==> src/rtl/rst_seq_pkg.sv <==
`default_nettype none
// ============================================================================
// Module   : rst_seq_pkg
// Brief    : Shared state, reset-cause and reset-level constants for rst_seq.
// Revision : 1.0
// ============================================================================
package rst_seq_pkg;

    typedef logic [2:0] state_t;
    typedef logic [1:0] cause_t;

    localparam logic [2:0] HOLD      = 3'd0;
    localparam logic [2:0] REL_BUS   = 3'd1;
    localparam logic [2:0] REL_IO    = 3'd2;
    localparam logic [2:0] RUN       = 3'd3;
    localparam logic [2:0] SOFT_HOLD = 3'd4;

    localparam cause_t CAUSE_HARD = 2'b00;
    localparam cause_t CAUSE_SOFT = 2'b01;
    localparam cause_t CAUSE_WDT  = 2'b10;

    localparam logic RST_ASSERT   = 1'b0;
    localparam logic RST_DEASSERT = 1'b1;

endpackage
`default_nettype wire

==> src/rtl/rst_seq_reset_sync.sv <==
`default_nettype none
// ============================================================================
// Module   : reset_sync
// Brief    : 2-flop asynchronous-assert / synchronous-release reset synchronizer.
// Revision : 1.0
// ============================================================================
module reset_sync
    import rst_seq_pkg::*;
(
    input  logic clk,
    input  logic reset,
    output logic rst_sync_n
);

    logic meta_q;
    logic sync_q;

    always_ff @(posedge clk or negedge reset) begin
        if (!reset) begin
            meta_q <= RST_ASSERT;
            sync_q <= RST_ASSERT;
        end else begin
            meta_q <= RST_DEASSERT;
            sync_q <= meta_q;
        end
    end

    assign rst_sync_n = sync_q;

endmodule
`default_nettype wire

==> src/rtl/rst_seq.sv <==
`default_nettype none
// ============================================================================
// Module   : rst_seq
// Brief    : Staged bus/IO/CPU reset sequencer with soft and watchdog reset.
// Revision : 1.0
// ============================================================================
module rst_seq
    import rst_seq_pkg::*;
#(
    parameter int HOLD_CYCLES = 16,
    parameter int STAGE_GAP   = 4,
    parameter int CNT_W       = 8
) (
    input  logic       clk,
    input  logic       reset,
    input  logic       soft_rst_req,
    input  logic       wdt_expire,
    output logic       bus_reset,
    output logic       io_reset,
    output logic       cpu_reset,
    output logic       ready,
    output logic [1:0] rst_cause
);

    localparam logic [CNT_W-1:0] HOLD_LAST = CNT_W'(HOLD_CYCLES - 1);
    localparam logic [CNT_W-1:0] GAP_LAST  = CNT_W'(STAGE_GAP - 1);

    logic             rst_sync_n;
    logic [2:0]       state_q, state_d;
    logic [CNT_W-1:0] cnt_q, cnt_d;
    logic             bus_q, bus_d;
    logic             io_q, io_d;
    logic             cpu_q, cpu_d;
    logic             ready_q, ready_d;
    cause_t           cause_q, cause_d;
    logic             req;

    reset_sync u_reset_sync (
        .clk        (clk),
        .reset      (reset),
        .rst_sync_n (rst_sync_n)
    );

    assign req = soft_rst_req | wdt_expire;

    always_comb begin
        state_d = state_q;
        cnt_d   = cnt_q;
        bus_d   = bus_q;
        io_d    = io_q;
        cpu_d   = cpu_q;
        ready_d = ready_q;
        cause_d = cause_q;
        case (state_q)
            HOLD: begin
                if (cnt_q == HOLD_LAST) begin
                    cnt_d   = '0;
                    state_d = REL_BUS;
                    bus_d   = RST_DEASSERT;
                end else begin
                    cnt_d = cnt_q + CNT_W'(1);
                end
            end
            REL_BUS: begin
                if (cnt_q == GAP_LAST) begin
                    cnt_d   = '0;
                    state_d = REL_IO;
                    io_d    = RST_DEASSERT;
                end else begin
                    cnt_d = cnt_q + CNT_W'(1);
                end
            end
            REL_IO: begin
                if (cnt_q == GAP_LAST) begin
                    cnt_d   = '0;
                    state_d = RUN;
                    cpu_d   = RST_DEASSERT;
                    ready_d = 1'b1;
                end else begin
                    cnt_d = cnt_q + CNT_W'(1);
                end
            end
            RUN: begin
                // Bus domain stays out of reset across soft/watchdog resets.
                if (req) begin
                    cnt_d   = '0;
                    state_d = SOFT_HOLD;
                    io_d    = RST_ASSERT;
                    cpu_d   = RST_ASSERT;
                    ready_d = 1'b0;
                    cause_d = wdt_expire ? CAUSE_WDT : CAUSE_SOFT;
                end
            end
            SOFT_HOLD: begin
                if (cnt_q == HOLD_LAST) begin
                    cnt_d   = '0;
                    state_d = REL_IO;
                    io_d    = RST_DEASSERT;
                end else begin
                    cnt_d = cnt_q + CNT_W'(1);
                end
            end
            default: begin
                state_d = HOLD;
                cnt_d   = '0;
            end
        endcase
    end

    always_ff @(posedge clk or negedge rst_sync_n) begin
        if (!rst_sync_n) begin
            state_q <= HOLD;
            cnt_q   <= '0;
            bus_q   <= RST_ASSERT;
            io_q    <= RST_ASSERT;
            cpu_q   <= RST_ASSERT;
            ready_q <= 1'b0;
            cause_q <= CAUSE_HARD;
        end else begin
            state_q <= state_d;
            cnt_q   <= cnt_d;
            bus_q   <= bus_d;
            io_q    <= io_d;
            cpu_q   <= cpu_d;
            ready_q <= ready_d;
            cause_q <= cause_d;
        end
    end

    assign bus_reset = bus_q;
    assign io_reset  = io_q;
    assign cpu_reset = cpu_q;
    assign ready     = ready_q;
    assign rst_cause = cause_q;

endmodule
`default_nettype wire

==> config.mk <==
export PLATFORM = sky130hd
export DESIGN_NAME = rst_seq
export DESIGN_NICKNAME = d
export VERILOG_FILES = /design/src/rtl/rst_seq_pkg.sv /design/src/rtl/rst_seq_reset_sync.sv /design/src/rtl/rst_seq.sv
export SDC_FILE = /design/constraint.sdc
export NUM_CORES = 1
export LEC_CHECK = 0
export CAP_MARGIN = 5
export CORE_MARGIN = 2
export CORE_UTILIZATION = 58
export CTS_CLUSTER_SIZE = 14
export DETAILED_ROUTE_END_ITERATION = 8
export HOLD_SLACK_MARGIN = 0.08
export PLACE_DENSITY = 0.78
export SYNTH_ARGS = -nofsm -noshare
export SYNTH_HDL_FRONTEND = slang
export SYNTH_SLANG_ARGS = --single-unit
export TNS_END_PERCENT = 5
==> constraint.sdc <==
create_clock -name clk -period 2.3 [get_ports clk]
set_clock_uncertainty 0.15 [all_clocks]
set_input_delay 0.46 -clock clk [delete_from_list [all_inputs] [get_ports clk]]
set_output_delay 0.46 -clock clk [all_outputs]
set_load 0.1 [all_outputs]
* Word-level counts from Yosys, hierarchy flattened
Index checks and enable logic that the tools add are counted.
** Word-level totals
- Input port bits :: 4
- Register bits after elaboration :: 18
- Output and inout bits :: 6
- Logic and storage cells :: 47
** Cells by class
- Equal/unequal tests :: 11
- Reduce and logical (&&, ||, !) cells :: 10
- Multiplexer cells :: 16
- Bitwise gates (word level) :: 1
- Add/sub/neg operators :: 1
** Operators by type and width (number)
- two-way mux 8 bit :: 3
- one-hot mux 8 bit (3 select lines) :: 1
- two-way mux 3 bit :: 5
- one-hot mux 3 bit (5 select lines) :: 1
- inequality test 2 bit, second input constant :: 5
- adder 8 x 1 -> 8 bit, second input constant :: 1
- equality test 8 x 2 -> 1 bit, second input constant :: 1
- equality test 8 x 4 -> 1 bit, second input constant :: 1
- equality test 3 x 2 -> 1 bit, second input constant :: 2
- AND reduction 5 bit :: 1
- AND reduction 2 bit :: 2
- AND reduction 4 bit :: 1
- OR reduction 2 bit :: 2
- equality test 3 x 1 -> 1 bit, second input constant :: 1
- equality test 3 bit, second input constant :: 1
- zero test 3 bit :: 1
- two-way mux 1 bit :: 3
- one-hot mux 1 bit (3 select lines) :: 1
- AND reduction 3 bit :: 1
- nonzero test 3 bit :: 1
- two-way mux 2 bit :: 1
- one-hot mux 1 bit (2 select lines) :: 1
- nonzero test 2 bit :: 1
- OR 1 bit :: 1

* Depth between registers and ports, before layout
- Word-level depth :: 3
- Depth in mapped cells :: 6
- Gate-level depth less buffers :: 5

* Cells and area by module
From an unflattened synthesis, not the netlist that was laid out.
** Unflattened totals
- Cell total of the unflattened synthesis :: 109
- Area total of the unflattened synthesis :: 1036.0 µm²
** By module, submodules not included
- rst_seq :: instances 1, area an instance 982.2 µm², cells an instance 106, sequential area each 400.4 µm²
- reset_sync :: instances 1, area an instance 53.8 µm², cells an instance 3, sequential area each 50.0 µm²

* Worst setup path after synthesis
Ideal clock, no wire load.
- Path kind :: reg2out
- Start point :: register ready_q, in the netlist ready
- End point :: output port ready
- Path buffers :: 1
- Data required time :: 1690 ps
- Setup slack :: 350 ps
- Cell stages (with the launch flop) :: 2
- Arrival :: 1340 ps
- Path through :: dfrtp_1 -> buf_4
** RTL lines
- from (decl) :: line rst_seq.sv:34 : logic ready_q, ready_d;
- from (signal assigned) :: line rst_seq.sv:125 : ready_q <= ready_d;
- to (decl) :: line rst_seq.sv:21 : output logic ready,
No word-level cell between the ends.

* Worst setup path after layout
- Start point :: register cnt_q[0]
- End point :: register cnt_q[4]
** Between the ends
- Longest elaborated chain between the ends :: 3
- Elaborated cells on any way between the ends :: 6
- Those cells by class :: add/sub: 1; eq/ne: 2; mux: 3
** RTL lines
- from (decl) :: line rst_seq.sv:30 : logic [CNT_W-1:0] cnt_q, cnt_d;
- from (signal assigned) :: line rst_seq.sv:121 : cnt_q <= cnt_d;
- adder 8 x 1 -> 8 bit, or another cell as far along
- two-way mux 8 bit, on equally long branches
- one-hot mux 8 bit (3 select lines) * :: line rst_seq.sv:54 : case (state_q)
Mark *: on every way between the ends. The rest lies on a longest branch, timed or not.
A chain may end at the register's enable or synchronous reset.

==> out/summary.txt <==
Post-CTS Resized: 0
leak pwr: 0.4464 nW
Setup Crit Path Kind: reg2reg
ANT nets after route: 0
buffers added on ports: 9
RSZ-0062 raised after global routing: false
met1 wire length: 881 µm
die height: 44.36 µm
number of synthesized flops with an enable pin: 0
HPWL after detailed placement: 1352 µm
Placer Congestion: 0.8438
final WL: 1837 µm
worst relative slew slack: 0.5682
run status: finished, final reports clean
CTS max path bufs: 2
gr ovfl total: 0
DR WL met2: 881 µm
met3 WL post-DR: 39 µm
unique cell type count in the Yosys netlist: 38
YS warnings: 0
htree depth: 1
Clock Pin Slew Worst Setup and Hold Paths: 0.10 ns
final hold violation count: 0
hold buffer count at CTS: 0
Worst setup SP type: register
vias in the first global route: 709
Area Growth Syn to Fin: 13.25%
Total GRT Usage: 0.2248
core area: 1524 µm²
post-synthesis cell count: 99
data arrival time of the worst path: 2.18 ns
crit-path max FO: 6
initial antenna violation count: 0
Primary FF master, synth: dfrtp_1
average size of a mapped cell: 9.542 µm²
Yosys top cell area share: 0.4768
share of cells above drive strength 1: 0.2018
drt first-iter violations: 19
num rows: 14
first-pass GRT wire length: 3153 µm
Yosys reg bits: 18
Post-CTS Setup Bufs: 0
Post-synth top cells: dfrtp_1 (18), nand2_1 (18), o21ai_0 (8)
# IOs: 10
total CTS buffers: 3
worst vdd ir: 0.8515 mV
residual DRC count: 0
R2R cell count: 6
CP required: 2.36 ns
register area share after synthesis: 0.4768
Final setup viols: 0
mapped cell area: 944.7 µm²
async set-or-reset flop fraction in the synthesized netlist: 1.000
Root Driver: clkbuf_4
Hold/Removal Path Class: reg2async
die area: 1967 µm²
Final Power: 1.645 mW
insertion delay of the later-clocked pin in the worst-skew pair: 0.29 ns
Pre-antenna DRT Iters: 2
worst-margin pin slew: 0.6477 ns
synthesized net count: 104
Chip Width: 44.36 µm
wire per inst: 14.70 µm
TritonCTS Sinks: 18
Setup crit end kind: register
Vias per Instance: 6.040
setup TNS: 0 ns
Starting Density: 0.6199
Min Clock Period, post-route: 2.114 ns
post-synth top area cell: dfrtp_1
largest net degree at the start of global routing: 17
top layer in use: met4
TritonCTS clock tree: built
vias: 755
final count of pins violating max slew: 0
max-capacitance violation count: 0
PwrDens: 1537 nW/µm²
Final Cycle Share: 0.9193
Fmax: 472.9 MHz
Area contributors post-synth: dfrtp_1 (48%), nand2_1 (7.2%), o21ai_0 (4.2%), nor2_1 (2.8%), nand3_1 (2.6%)
Final #Nets: 115
antenna diode count: 0
## final timing paths
check | slack [ns] | startpoint | end
setup / recovery | 0.19 | cnt_q[0] | cnt_q[4]
hold reg to reg | 0.12 | u_reset_sync.rst_sync_n | state_q[0]
min in group clk | 0.22 | u_reset_sync.meta_q | u_reset_sync.rst_sync_n
max in group asynchronous | 1.46 | u_reset_sync.rst_sync_n | io_reset
hold / removal | 0.12 | u_reset_sync.rst_sync_n | state_q[0]
setup reg to reg | 0.19 | cnt_q[0] | cnt_q[4]
## sequential cells by signal, summed over array words and instances, names as in the netlist
| register | count |
|---|---|
| u_reset_sync.meta_q | 1 |
| ready | 1 |
| cnt_q | 8 |
| io_reset | 1 |
| bus_reset | 1 |
| state_q | 3 |
| u_reset_sync.rst_sync_n | 1 |
| rst_cause | 2 |
## critical path: stages (launching register included)
cell and delay [ns]:
dfrtp_1 0.42, ha_1 0.25, nor3b_1 0.18, a2111oi_2 0.53, buf_4 0.22, nor2_2 0.07, o211ai_1 0.21
## cells in the final DEF (no fill, tap or decap), types with 2 or more instances in the layout
| cell type | instances |
|---|---|
| nor3_1 | 3 |
| nand2_1 | 18 |
| nor2_1 | 7 |
| mux2_2 | 2 |
| clkbuf_4 | 3 |
| o211ai_1 | 3 |
| clkdlybuf4s50_1 | 3 |
| dfrtp_1 | 18 |
| buf_4 | 9 |
| nand3_1 | 5 |
| o21ai_0 | 8 |
| nor3b_1 | 2 |
| and2_1 | 2 |
## power by group
part	internal, mW	total (mW)	switching, mW
sequential	0.417	0.547	0.131
combinational	0.303	0.903	0.600
clock	0.0965	0.194	0.0977
## routing by layer
layer | up-vias | track usage
met5 | - | 0
li1 | 374 | -
met4 | 0 | 0.1091
met3 | 5 | 0.04898
met2 | 11 | 0.3353
met1 | 365 | 0.3112
## stage by stage
| stage | hold slack [ns] | utilization | cell area (µm²) | std cells | setup WS (ns) |
|---|---|---|---|---|---|
| 3_3_place_gp | 0.1238 | 0.6782 | 1033 | 121 | 0.2930 |
| 5_1_grt | 0.1510 | 0.7020 | 1070 | 125 | 0.05394 |
| 4_1_cts | 0.1452 | 0.7020 | 1070 | 125 | 0.2074 |
| 2_1_floorplan | 0.01441 | - | 944.7 | 99 | 0.3501 |
| 3_5_place_dp | 0.1373 | 0.6782 | 1033 | 121 | 0.2441 |
| 6_report | 0.1208 | 0.7020 | 1070 | 125 | 0.1855 |
## cell families after synthesis
family                   count (synthesis)  synth area share
AND/OR/NAND/NOR                         47            0.2543
AO/OA/AOI/OAI                           22            0.1788
flip-flops                              18            0.4768
buffers and inverters                    6           0.03047
XOR/XNOR                                 2           0.01855
multiplexers                             2           0.02384
adder cells (fa/ha/maj)                  1           0.01324
other                                    1          0.003970
## final cells by class
| cell class | count | area (µm²) |
|---|---|---|
| repair buffers | 12 | 97.59 |
| well taps | 16 | 20.02 |
| multi-input cells | 75 | 465.4 |
| clock buffers | 4 | 36.28 |
| fillers | 128 | 454.2 |
| flip-flops and latches | 18 | 450.4 |
(Power assumes the default switching activity.)
